<file path="src/rtl/neural_network_dotctl_pkg.sv">
// Shared definitions for the neural_network_dotctl dot-product controller.
// Holds the FSM state encoding, the multiplier pipeline depth and the default
// operand / length / accumulator widths used by the interface and the RTL.
package neural_network_dotctl_pkg;

  localparam int DEF_A_W   = 11;
  localparam int DEF_B_W   = 11;
  localparam int DEF_LEN_W = 8;
  localparam int DEF_ACC_W = 32;

  // Cycles from an accepted operand pair to its product being available.
  localparam int MUL_LAT   = 2;

  typedef enum logic [1:0] {
    ST_IDLE  = 2'd0,
    ST_RUN   = 2'd1,
    ST_DRAIN = 2'd2,
    ST_DONE  = 2'd3
  } state_t;

  // The multiplier pipeline advances only while operands can be in flight.
  function automatic logic mul_ce(input state_t s);
    return (s == ST_RUN) || (s == ST_DRAIN);
  endfunction

endpackage

</file>
<file path="src/rtl/neural_network_dotctl_if.sv">
// Job / operand / result bus of neural_network_dotctl.
//   start, len      : job start pulse and number of products (sampled on start)
//   busy            : job in progress until the result handshake
//   in_valid/ready  : operand stream handshake, in_a / in_b operand pair
//   out_valid/ready : result handshake, out_sum the dot product
//   bias            : accumulator preload, present only with
//                     NEURAL_NETWORK_DOTCTL_BIAS_EN defined
// master = job issuer, slave = the controller.
interface neural_network_dotctl_if #(
  parameter int A_W   = neural_network_dotctl_pkg::DEF_A_W,
  parameter int B_W   = neural_network_dotctl_pkg::DEF_B_W,
  parameter int LEN_W = neural_network_dotctl_pkg::DEF_LEN_W,
  parameter int ACC_W = neural_network_dotctl_pkg::DEF_ACC_W
) ();

  logic             start;
  logic [LEN_W-1:0] len;
  logic             busy;
  logic             in_valid;
  logic             in_ready;
  logic [A_W-1:0]   in_a;
  logic [B_W-1:0]   in_b;
  logic             out_valid;
  logic             out_ready;
  logic [ACC_W-1:0] out_sum;
`ifdef NEURAL_NETWORK_DOTCTL_BIAS_EN
  logic [ACC_W-1:0] bias;
`endif

  modport master (
`ifdef NEURAL_NETWORK_DOTCTL_BIAS_EN
    output bias,
`endif
    output start, len, in_valid, in_a, in_b, out_ready,
    input  busy, in_ready, out_valid, out_sum
  );

  modport slave (
`ifdef NEURAL_NETWORK_DOTCTL_BIAS_EN
    input  bias,
`endif
    input  start, len, in_valid, in_a, in_b, out_ready,
    output busy, in_ready, out_valid, out_sum
  );

endinterface

</file>
<file path="src/rtl/neural_network_dotctl_mul.sv">
// Unsigned two-stage multiplier: registered operands, registered product.
//   clk : clock
//   ce  : advance both pipeline stages
//   a,b : unsigned operands
//   p   : a*b from two enabled edges earlier
// No reset: validity of the pipeline contents is tracked by the caller.
module neural_network_dotctl_mul #(
  parameter int A_W = neural_network_dotctl_pkg::DEF_A_W,
  parameter int B_W = neural_network_dotctl_pkg::DEF_B_W
) (
  input  logic               clk,
  input  logic               ce,
  input  logic [A_W-1:0]     a,
  input  logic [B_W-1:0]     b,
  output logic [A_W+B_W-1:0] p
);

  localparam int P_W = A_W + B_W;

  logic [A_W-1:0] a_q;
  logic [B_W-1:0] b_q;
  logic [P_W-1:0] p_q;

  // Operand capture stage followed by the product stage.
  always_ff @(posedge clk) begin
    if (ce) begin
      a_q <= a;
      b_q <= b;
      p_q <= P_W'(a_q) * P_W'(b_q);
    end
  end

  assign p = p_q;

endmodule

</file>
<file path="src/rtl/neural_network_dotctl.sv">
// Dot-product job controller.
//   clk   : single clock, rising edge
//   reset : synchronous, active low
//   bus   : neural_network_dotctl_if.slave (job, operand and result streams)
// A start in IDLE loads len and clears (or biases) the accumulator; operand
// pairs are multiplied in a two-stage pipeline and summed exactly; the sum is
// presented in DONE until out_ready. Optional macro
// NEURAL_NETWORK_DOTCTL_BIAS_EN preloads the accumulator from bus.bias.
module neural_network_dotctl
  import neural_network_dotctl_pkg::*;
#(
  parameter int A_W   = DEF_A_W,
  parameter int B_W   = DEF_B_W,
  parameter int LEN_W = DEF_LEN_W,
  parameter int ACC_W = DEF_ACC_W
) (
  input  logic clk,
  input  logic reset,
  neural_network_dotctl_if.slave bus
);

  localparam int P_W = A_W + B_W;

  state_t             state_q, state_d;
  logic [LEN_W-1:0]   cnt_q, cnt_d;
  logic [ACC_W-1:0]   acc_q, acc_d;
  logic [ACC_W-1:0]   sum_q, sum_d;
  logic [MUL_LAT-1:0] vld_q, vld_d;
  logic               busy_q, in_ready_q, out_valid_q;
  logic [ACC_W-1:0]   init_s;
  logic               accept_s;
  logic               ce_s;
  logic [P_W-1:0]     prod_s;

`ifdef NEURAL_NETWORK_DOTCTL_BIAS_EN
  assign init_s = bus.bias;
`else
  assign init_s = '0;
`endif

  assign ce_s     = mul_ce(state_q);
  assign accept_s = in_ready_q & bus.in_valid;

  neural_network_dotctl_mul #(
    .A_W(A_W),
    .B_W(B_W)
  ) u_mul (
    .clk(clk),
    .ce (ce_s),
    .a  (bus.in_a),
    .b  (bus.in_b),
    .p  (prod_s)
  );

  // Next-state, count, accumulator and result selection.
  always_comb begin
    state_d = state_q;
    cnt_d   = cnt_q;
    sum_d   = sum_q;
    // Each accepted pair enters the valid pipe; idle cycles enter as bubbles.
    vld_d   = {vld_q[MUL_LAT-2:0], accept_s};
    if (vld_q[MUL_LAT-1]) begin
      acc_d = acc_q + ACC_W'(prod_s);
    end else begin
      acc_d = acc_q;
    end

    case (state_q)
      ST_IDLE: begin
        if (bus.start) begin
          cnt_d = bus.len;
          acc_d = init_s;
          if (bus.len == '0) begin
            state_d = ST_DONE;
            sum_d   = init_s;
          end else begin
            state_d = ST_RUN;
          end
        end else begin
          state_d = ST_IDLE;
        end
      end
      ST_RUN: begin
        if (accept_s) begin
          cnt_d = cnt_q - LEN_W'(1'b1);
          if (cnt_q == LEN_W'(1'b1)) begin
            state_d = ST_DRAIN;
          end else begin
            state_d = ST_RUN;
          end
        end else begin
          state_d = ST_RUN;
        end
      end
      ST_DRAIN: begin
        // Pipe empty here means the final add landed on the previous edge.
        if (vld_q == '0) begin
          state_d = ST_DONE;
          sum_d   = acc_q;
        end else begin
          state_d = ST_DRAIN;
        end
      end
      ST_DONE: begin
        if (out_valid_q && bus.out_ready) begin
          state_d = ST_IDLE;
        end else begin
          state_d = ST_DONE;
        end
      end
      default: begin
        state_d = ST_IDLE;
      end
    endcase
  end

  // State, datapath and registered handshake outputs.
  always_ff @(posedge clk) begin
    if (!reset) begin
      state_q     <= ST_IDLE;
      cnt_q       <= '0;
      acc_q       <= '0;
      sum_q       <= '0;
      vld_q       <= '0;
      busy_q      <= 1'b0;
      in_ready_q  <= 1'b0;
      out_valid_q <= 1'b0;
    end else begin
      state_q     <= state_d;
      cnt_q       <= cnt_d;
      acc_q       <= acc_d;
      sum_q       <= sum_d;
      vld_q       <= vld_d;
      busy_q      <= (state_d != ST_IDLE);
      in_ready_q  <= (state_d == ST_RUN) && (cnt_d != '0);
      out_valid_q <= (state_d == ST_DONE);
    end
  end

  assign bus.busy      = busy_q;
  assign bus.in_ready  = in_ready_q;
  assign bus.out_valid = out_valid_q;
  assign bus.out_sum   = sum_q;

endmodule
</file>
<file path="src/flat_wrapper.sv">
// flat-port wrapper written by rule: the top's interface ports become plain ports
module neural_network_dotctl_flat import neural_network_dotctl_pkg::*;
#(
  parameter int A_W   = DEF_A_W,
  parameter int B_W   = DEF_B_W,
  parameter int LEN_W = DEF_LEN_W,
  parameter int ACC_W = DEF_ACC_W
)
  (clk, reset, bus_start, bus_len, bus_in_valid, bus_in_a, bus_in_b, bus_out_ready, bus_busy, bus_in_ready, bus_out_valid, bus_out_sum);
  neural_network_dotctl_if #(.A_W(A_W), .B_W(B_W), .LEN_W(LEN_W), .ACC_W(ACC_W)) bus_i ();
  input  logic clk;
  input  logic reset;
  input wire logic [$bits(bus_i.start)-1:0] bus_start;
  input wire logic [$bits(bus_i.len)-1:0] bus_len;
  input wire logic [$bits(bus_i.in_valid)-1:0] bus_in_valid;
  input wire logic [$bits(bus_i.in_a)-1:0] bus_in_a;
  input wire logic [$bits(bus_i.in_b)-1:0] bus_in_b;
  input wire logic [$bits(bus_i.out_ready)-1:0] bus_out_ready;
  output wire logic [$bits(bus_i.busy)-1:0] bus_busy;
  output wire logic [$bits(bus_i.in_ready)-1:0] bus_in_ready;
  output wire logic [$bits(bus_i.out_valid)-1:0] bus_out_valid;
  output wire logic [$bits(bus_i.out_sum)-1:0] bus_out_sum;
  assign bus_i.start = bus_start;
  assign bus_i.len = bus_len;
  assign bus_i.in_valid = bus_in_valid;
  assign bus_i.in_a = bus_in_a;
  assign bus_i.in_b = bus_in_b;
  assign bus_i.out_ready = bus_out_ready;
  assign bus_busy = bus_i.busy;
  assign bus_in_ready = bus_i.in_ready;
  assign bus_out_valid = bus_i.out_valid;
  assign bus_out_sum = bus_i.out_sum;
  neural_network_dotctl #(.A_W(A_W), .B_W(B_W), .LEN_W(LEN_W), .ACC_W(ACC_W)) u_core (.clk(clk), .reset(reset), .bus(bus_i));
endmodule
</file>
<file path="config.mk">
export PLATFORM = sky130hd
export DESIGN_NAME = neural_network_dotctl_flat
export DESIGN_NICKNAME = d
export VERILOG_FILES = /design/src/rtl/neural_network_dotctl_pkg.sv /design/src/rtl/neural_network_dotctl_if.sv /design/src/rtl/neural_network_dotctl_mul.sv /design/src/rtl/neural_network_dotctl.sv /design/src/flat_wrapper.sv
export SDC_FILE = /design/constraint.sdc
export NUM_CORES = 1
export LEC_CHECK = 0
export ABC_AREA = 1
export CORE_MARGIN = 2
export CORE_UTILIZATION = 25
export CTS_CLUSTER_DIAMETER = 40
export DETAILED_ROUTE_END_ITERATION = 10
export HOLD_SLACK_MARGIN = 0.1
export PLACE_DENSITY = 0.52
export SLEW_MARGIN = 25
export SYNTH_ARGS = -nofsm -noshare
export SYNTH_HDL_FRONTEND = slang
export SYNTH_SLANG_ARGS = --single-unit
</file>
<file path="constraint.sdc">
create_clock -name clk -period 5.1 [get_ports clk]
set_clock_uncertainty 0.15 [all_clocks]
set_input_delay 1.02 -clock clk [delete_from_list [all_inputs] [get_ports clk]]
set_output_delay 1.02 -clock clk [all_outputs]
set_load 0.005 [all_outputs]
</file>
==> flow_summary.yaml, run 1 <==
routing:
  drc: 0
  drt_iter0_markers: 451
  firstDrtPassIters: 5
  vias: 9277
  wirelength_um: 28300
  drtAntennaViolNets: 0
  post_drt_wl_per_cell_um: 12.8
  avgViaCountPerCell: 4.22
  wl_met2_um: 13800
  highest_layer: "met4"
  wl_met3_um: 888
  drt-met1-wl_um: 13200
logic_synthesis:
  ys_seq_elements: 123
  syn_inst: 1507
  synth_xor_area_share_pct: 1.58
  ys_seq_area_share_pct: 26.2
  avgSynthCellArea_um2: 7.35
  synth_top_family_by_area: "simple AND/OR/NAND/NOR gates"
  yosysWarningCount: 0
  synth-edff-count: 44
  synthAdderAreaFrac_pct: 24.6
  yosys.area_share.simple_pct: 27.5
  synth_mux_area_share_pct: 0
  netlist_area_mm2: 0.0111
  synthFlopType: "dfxtp_1"
  ys_async_sr_fraction_pct: 0
  synth_compound_area_share_pct: 6.99
  synth_cell_type_count: 44
  syn-num-nets: 1711
sta:
  rsz0062_at_grt: "yes"
  report.final.slew_viol_count: 0
  finalCritPeriodShare_pct: 97.5
  setup_viol: 0
  hold_ws_ps: 279
  max_freq_mhz: 201
  finalHoldViolCount: 0
  worst_pin_slew_ps: 617
  relSlewSlack_pct: 58.9
  min_period_ps: 4970
placement:
  globalplace.congestion: 0.910
  place_area_mm2: 0.0125
  dp_hpwl_um: 22300
  io_buffers: 69
clocking:
  cts_tree: "built"
  ctsLongestPathBuffers: 2
  cts_sinks: 123
  cts-buffers-inserted: 17
  clock_latency_ps: 440
  h-tree-depth: 4
  cts.clk_slew.worst_paths_ps: 70
  cts.root.buffer_cell: "clkbuf_16"
worst_setup_path:
  endpoint: "u_core.u_mul.p[15]$_DFFE_PP_"
  critPathLaunch: "u_core.u_mul.b_q[2]$_DFFE_PP_"
  r2r_slack_ps: 130
  rr_worst_depth: 18
  path_class: "flip-flop to flip-flop"
  timing.rr.start: "u_core.u_mul.b_q[2]$_DFFE_PP_"
  critPathCaptureType: "flip-flop"
  crit_arrival_ps: 5020
  worstPathRequired_ps: 5140
  r2r-end: "u_core.u_mul.p[15]$_DFFE_PP_"
  cp_max_fo: 7
  start_kind: "flip-flop"
layout:
  area_growth_pct: 20.3
  final_common_cell: "nand2_1"
  final_cell_mix: "431 x nand2_1, 316 x inv_1, 109 x nor2_1, 83 x ha_1, 81 x fa_1"
  n_fill_cell: 4810
  antenna_cells: 0
  final_area_mm2: 0.0133
  nets: 1798
  drive_gt1_share_pct: 10.5
grt:
  grt_pass1_vias: 9261
  grtUsageTotal_pct: 12.7
  grt_pass1_wl_um: 47200
  gr-total-overflow: 0
  grt_max_degree: 54
  grt_antenna_before_repair: 0
power_and_ir_drop:
  power_density_mw_per_mm2: 419
  p_leak_uw: 0.00660
  peakVddDrop_uv: 291
flow_run:
  maxCapViolations: 0
worst_hold_path:
  hold_class: "flip-flop to flip-flop"
floorplan:
  dieArea_mm2: 0.0460
  die_w_um: 214
  coreArea_mm2: 0.0439
  io_pins: 70
  start_util_pct: 25.2
  num_rows: 77
  die_height_um: 214
outcome:
  status: "finished, final reports clean"
## worst min path at each step
stage | startpoint | to | slack [ps] | cells after the start
6_report | u_core.vld_q[0]$_SDFF_PN0_ | u_core.vld_q[1]$_SDFF_PN0_ | 280 | 2
5_1_grt | u_core.vld_q[0]$_SDFF_PN0_ | u_core.vld_q[1]$_SDFF_PN0_ | 330 | 2
4_1_cts | u_core.vld_q[0]$_SDFF_PN0_ | u_core.vld_q[1]$_SDFF_PN0_ | 280 | 2
3_5_place_dp | u_core.vld_q[0]$_SDFF_PN0_ | u_core.vld_q[1]$_SDFF_PN0_ | 270 | 2
3_3_place_gp | u_core.vld_q[0]$_SDFF_PN0_ | u_core.vld_q[1]$_SDFF_PN0_ | 270 | 2
2_1_floorplan | u_core.vld_q[0]$_SDFF_PN0_ | u_core.vld_q[1]$_SDFF_PN0_ | 270 | 2
## kinds of logic after synthesis
| group | Yosys count |
|---|---|
| xor gates and xnor gates | 20 |
| AOI/OAI and AO/OA | 125 |
| and+or+nand+nor | 700 |
| DFF | 123 |
| adders and majority gates | 169 |
| buffers and inverters | 370 |
## synth_stat cells (6+ instances only)
cell type	count	share of area, %
nor2_1	112	3.8
edfxtp_1	44	12
nor3_1	13	0.59
o211ai_1	8	0.54
o21ai_0	15	0.68
a21oi_1	55	2.5
fa_1	81	15
nand3_1	68	3.1
nand3_2	32	2.9
o21ai_1	6	0.27
nor2_2	6	0.34
ha_1	88	9.9
o21bai_1	6	0.41
buf_2	8	0.36
nand4_1	13	0.73
dfxtp_1	79	14
a21oi_2	21	1.7
nand2_1	433	15
inv_1	316	11
nand3b_1	6	0.41
xor2_1	14	1.1
xnor2_1	6	0.47
inv_2	8	0.27
clkbuf_1	31	1.1
## critical path: stages (launching register included)
cell and delay, ps:
edfxtp_1 510, buf_4 200, nand2_1 80, fa_1 440, fa_1 510, inv_1 50
fa_1 470, fa_1 540, inv_1 50, fa_1 520, inv_1 60, ha_4 260
a21oi_2 170, nor2_1 60, nor2_1 180, nand2_1 110, nor2_2 120, o21bai_1 90
xor2_1 140
## state kept, by name (all words and copies together) (netlist names)
register / count
u_core.acc_q: 32
u_core.bus.in_ready: 1
u_core.u_mul.p: 22
u_core.u_mul.b_q: 11
u_core.u_mul.a_q: 11
u_core.cnt_q: 8
u_core.bus.out_sum: 32
u_core.bus.busy: 1
u_core.state_q: 2
u_core.bus.out_valid: 1
u_core.vld_q: 2
## stage by stage
| stage | cells | setup slack, ps | setup TNS, ps | util [%] | power (µW) |
|---|---|---|---|---|---|
| 4_1_cts | 2177 | 13.0 | 0 | 29.7 | 5370 |
| 5_1_grt | 2199 | -58.6 | -58.6 | 30.3 | 6130 |
| 3_3_place_gp | 2145 | 106 | 0 | 28.3 | 4070 |
| 2_1_floorplan | 1507 | 154 | 0 | - | 3410 |
| 3_5_place_dp | 2145 | 11.4 | 0 | 28.3 | 4080 |
| 6_report | 2199 | 126 | 0 | 30.3 | 5580 |
## final cells by class
class                   instances  area, µm²  area share [%]
well taps                     592        741            5.56
inverters                     325       1220            9.20
flip-flops and latches        123       2900            21.8
clock buffers                  21        492            3.69
multi-input cells            1014       6830            51.3
repair buffers                113       1020            7.67
clock inverters                11        104           0.780
## power by group
part,internal (µW),leakage [µW],switching [µW]
clock,742,0.000300,501
combinational,1160,0.00524,1890
sequential,1230,0.00105,59.7
## what timing repair did
action | 4_1_cts | 5_1_grt
resized for setup | 0 | 20
setup endpoints to repair | 0 | 11
hold buffers | 0 | 0
buffers inserted | 0 | 22
hold endpoints to repair | 0 | 0
## routing by layer
layer  vias up  track usage, %
met3        24            2.03
met4         0            3.50
met5         -               0
li1       4798               -
met2       153            21.9
met1      4302            16.4
(Power assumes the default switching activity.)
==> run 2: changes to the inputs <==
- CORE_UTILIZATION: 25 -> 34
- PLACE_DENSITY: 0.52 -> 0.62
- RECOVER_POWER: not set -> 50
==> run 2 against run 1 <==
Against the previous run: the run now ends with capacitance limit, slew limit left; first-iteration DRC count decreased by 14%; utilization up 10 points; combinational power is 3% lower; sequential power is essentially flat; clock power grew 5%; power shrank 0.60%; critical path type unchanged; largest power group unchanged; highest routed layer unchanged.
==> flow_summary.yaml, run 2 (same netlist as run 1, synthesis figures left out) <==
worst_setup_path:
  max_stage_delay_ps: 530
  cp_top_family: "adder cells"
  r2r_slack_ps: 180
  path_class: "flip-flop to flip-flop"
  crit_arrival_ps: 4930
  critical_path_cell_count: 16
  worstPathRequired_ps: 5110
  critPathCaptureType: "flip-flop"
  timing.rr.start: "u_core.u_mul.b_q[3]$_DFFE_PP_"
  cp_common_cell: "fa_1"
  start_kind: "flip-flop"
  rr_worst_depth: 16
  r2r-end: "u_core.u_mul.p[16]$_DFFE_PP_"
  cp_slowest_cell: "fa_1"
  cp_max_fo: 4
  worst-path-buf-inv: 4
  path_cells: "buf_4, buf_4, nand2_1, fa_1, inv_1, fa_1, fa_1, fa_1, fa_1, ha_1, nand2_1, inv_1, a21oi_1, o21a_1, o21ai_0, xor2_1"
power_and_ir_drop:
  peakVddDrop_uv: 320
  finalPower_uw: 5550
  power_density_mw_per_mm2: 421
  p_switching_uw: 2400
  seqPwrFrac_pct: 23.3
  p_clk_share_pct: 23.4
  swShare_pct: 43.3
  power.internal_uw: 3150
  p_comb_share_pct: 53.3
  p_leak_uw: 0.00664
routing:
  wirelength_um: 27600
  drtAntennaViolNets: 0
  vias: 9480
  drt_iter0_markers: 389
  drc: 0
  firstDrtPassIters: 5
  post_drt_wl_per_cell_um: 13.4
  highest_layer: "met4"
  avgViaCountPerCell: 4.60
  wl_met3_um: 871
  wl_met2_um: 13800
  drt-met1-wl_um: 12300
outcome:
  status: "complete, but fails checks"
  violations: "capacitance limit, slew limit"
clocking:
  cts_sinks: 123
  ctsLongestPathBuffers: 2
  h-tree-depth: 4
  cts.clk_slew.worst_paths_ps: 60
  ctsHoldBuffers: 0
  cts_tree: "built"
  cts.root.buffer_cell: "clkbuf_16"
  clock_latency_ps: 440
  cts-buffers-inserted: 17
layout:
  nets: 1808
  final_common_cell: "nand2_1"
  drive_gt1_share_pct: 10.5
  final_cell_mix: "431 x nand2_1, 319 x inv_1, 110 x nor2_1, 84 x ha_1, 81 x fa_1"
  area_growth_pct: 19.0
  antenna_cells: 0
floorplan:
  coreArea_mm2: 0.0323
  num_rows: 66
  start_util_pct: 34.3
  io_pins: 70
  die_height_um: 184
  die_w_um: 184
  dieArea_mm2: 0.0340
placement:
  dp_hpwl_um: 21600
  io_buffers: 69
  globalplace.congestion: 0.911
worst_hold_path:
  hold_class: "flip-flop to flip-flop"
  worstHoldStart: "u_core.vld_q[0]$_SDFF_PN0_"
  hold_end: "u_core.vld_q[1]$_SDFF_PN0_"
  hold_path_depth: 2
sta:
  hold_ws_ps: 291
  report.final.slew_viol_count: 88
  min_period_ps: 4920
  worst_pin_slew_ps: 2500
  setup_viol: 0
  max_freq_mhz: 203
  finalCritPeriodShare_pct: 96.4
  relSlewSlack_pct: -66.6
  finalHoldViolCount: 0
grt:
  grt_pass1_vias: 9143
  grt_max_degree: 54
  gr-total-overflow: 0
  grtUsageTotal_pct: 16.7
  grt_pass1_wl_um: 44800
  grt_antenna_before_repair: 0
flow_run:
  maxCapViolations: 2
## run 2: changes by cell type in the layout (fill, tap and decap cells not counted), sizes merged, moves of 2 or more
cell           change
buf                +7
bufinv             +2
clkdlybuf4s50     -27
dlygate4sd3       +27
## run 2: worst min-delay path, stage by stage (launching register included)
cell	delay [ps]
dfxtp_1	320
nand2_1	60
inv_1	30
## run 2: worst max path at each step
stage | endpoint | start
global route | u_core.u_mul.p[13]$_DFFE_PP_ | u_core.u_mul.b_q[2]$_DFFE_PP_
detailed placement | u_core.u_mul.p[13]$_DFFE_PP_ | u_core.u_mul.b_q[2]$_DFFE_PP_
floorplan | u_core.u_mul.p[15]$_DFFE_PP_ | u_core.u_mul.a_q[2]$_DFFE_PP_
finish | u_core.u_mul.p[16]$_DFFE_PP_ | u_core.u_mul.b_q[3]$_DFFE_PP_
global placement | u_core.u_mul.p[14]$_DFFE_PP_ | u_core.u_mul.b_q[4]$_DFFE_PP_
CTS | u_core.u_mul.p[13]$_DFFE_PP_ | u_core.u_mul.b_q[2]$_DFFE_PP_
## run 2: area by class of cell
type / count / area, µm²
sequential: 123 / 2900
tap: 442 / 553
fill: 3321 / 19100
timing repair buffer: 123 / 1080
inverter: 325 / 1220
multi-input combinational: 1014 / 6800
clock inverter: 14 / 184
clock buffer: 18 / 429
## run 2: per-stage QoR
| step | utilization, % | instance area (µm²) | setup TNS (ps) | setup WS, ps | std cells |
|---|---|---|---|---|---|
| floorplan | - | 11100 | 0 | 154 | 1507 |
| global placement | 38.0 | 12300 | 0 | 123 | 1996 |
| detailed placement | 38.0 | 12300 | 0 | 42.8 | 1996 |
| CTS | 39.9 | 12900 | 0 | 36.1 | 2028 |
| global route | 40.8 | 13200 | -81.8 | -24.2 | 2059 |
| finish | 40.8 | 13200 | 0 | 185 | 2059 |
## run 2: layer usage
metal / vias up / GRT usage, %
met5: - / 0
met4: 0 / 6.08
met3: 45 / 3.08
met2: 193 / 29.6
met1: 4429 / 20.1
li1: 4813 / -
## run 2: power groups by stage
stage               registers [µW]  logic [µW]  clock network [µW]
CTS                           1300        2790                1330
finish                        1290        2960                1300
floorplan                     1280        2130                   0
detailed placement            1320        2760                   0
global placement              1320        2740                   0
global route                  1300        3420                1370
## run 2: timing repair
| action | CTS | global route |
|---|---|---|
| endpoints found under the setup margin | 0 | 10 |
| buffers inserted | 0 | 31 |
| resized for setup | 0 | 17 |
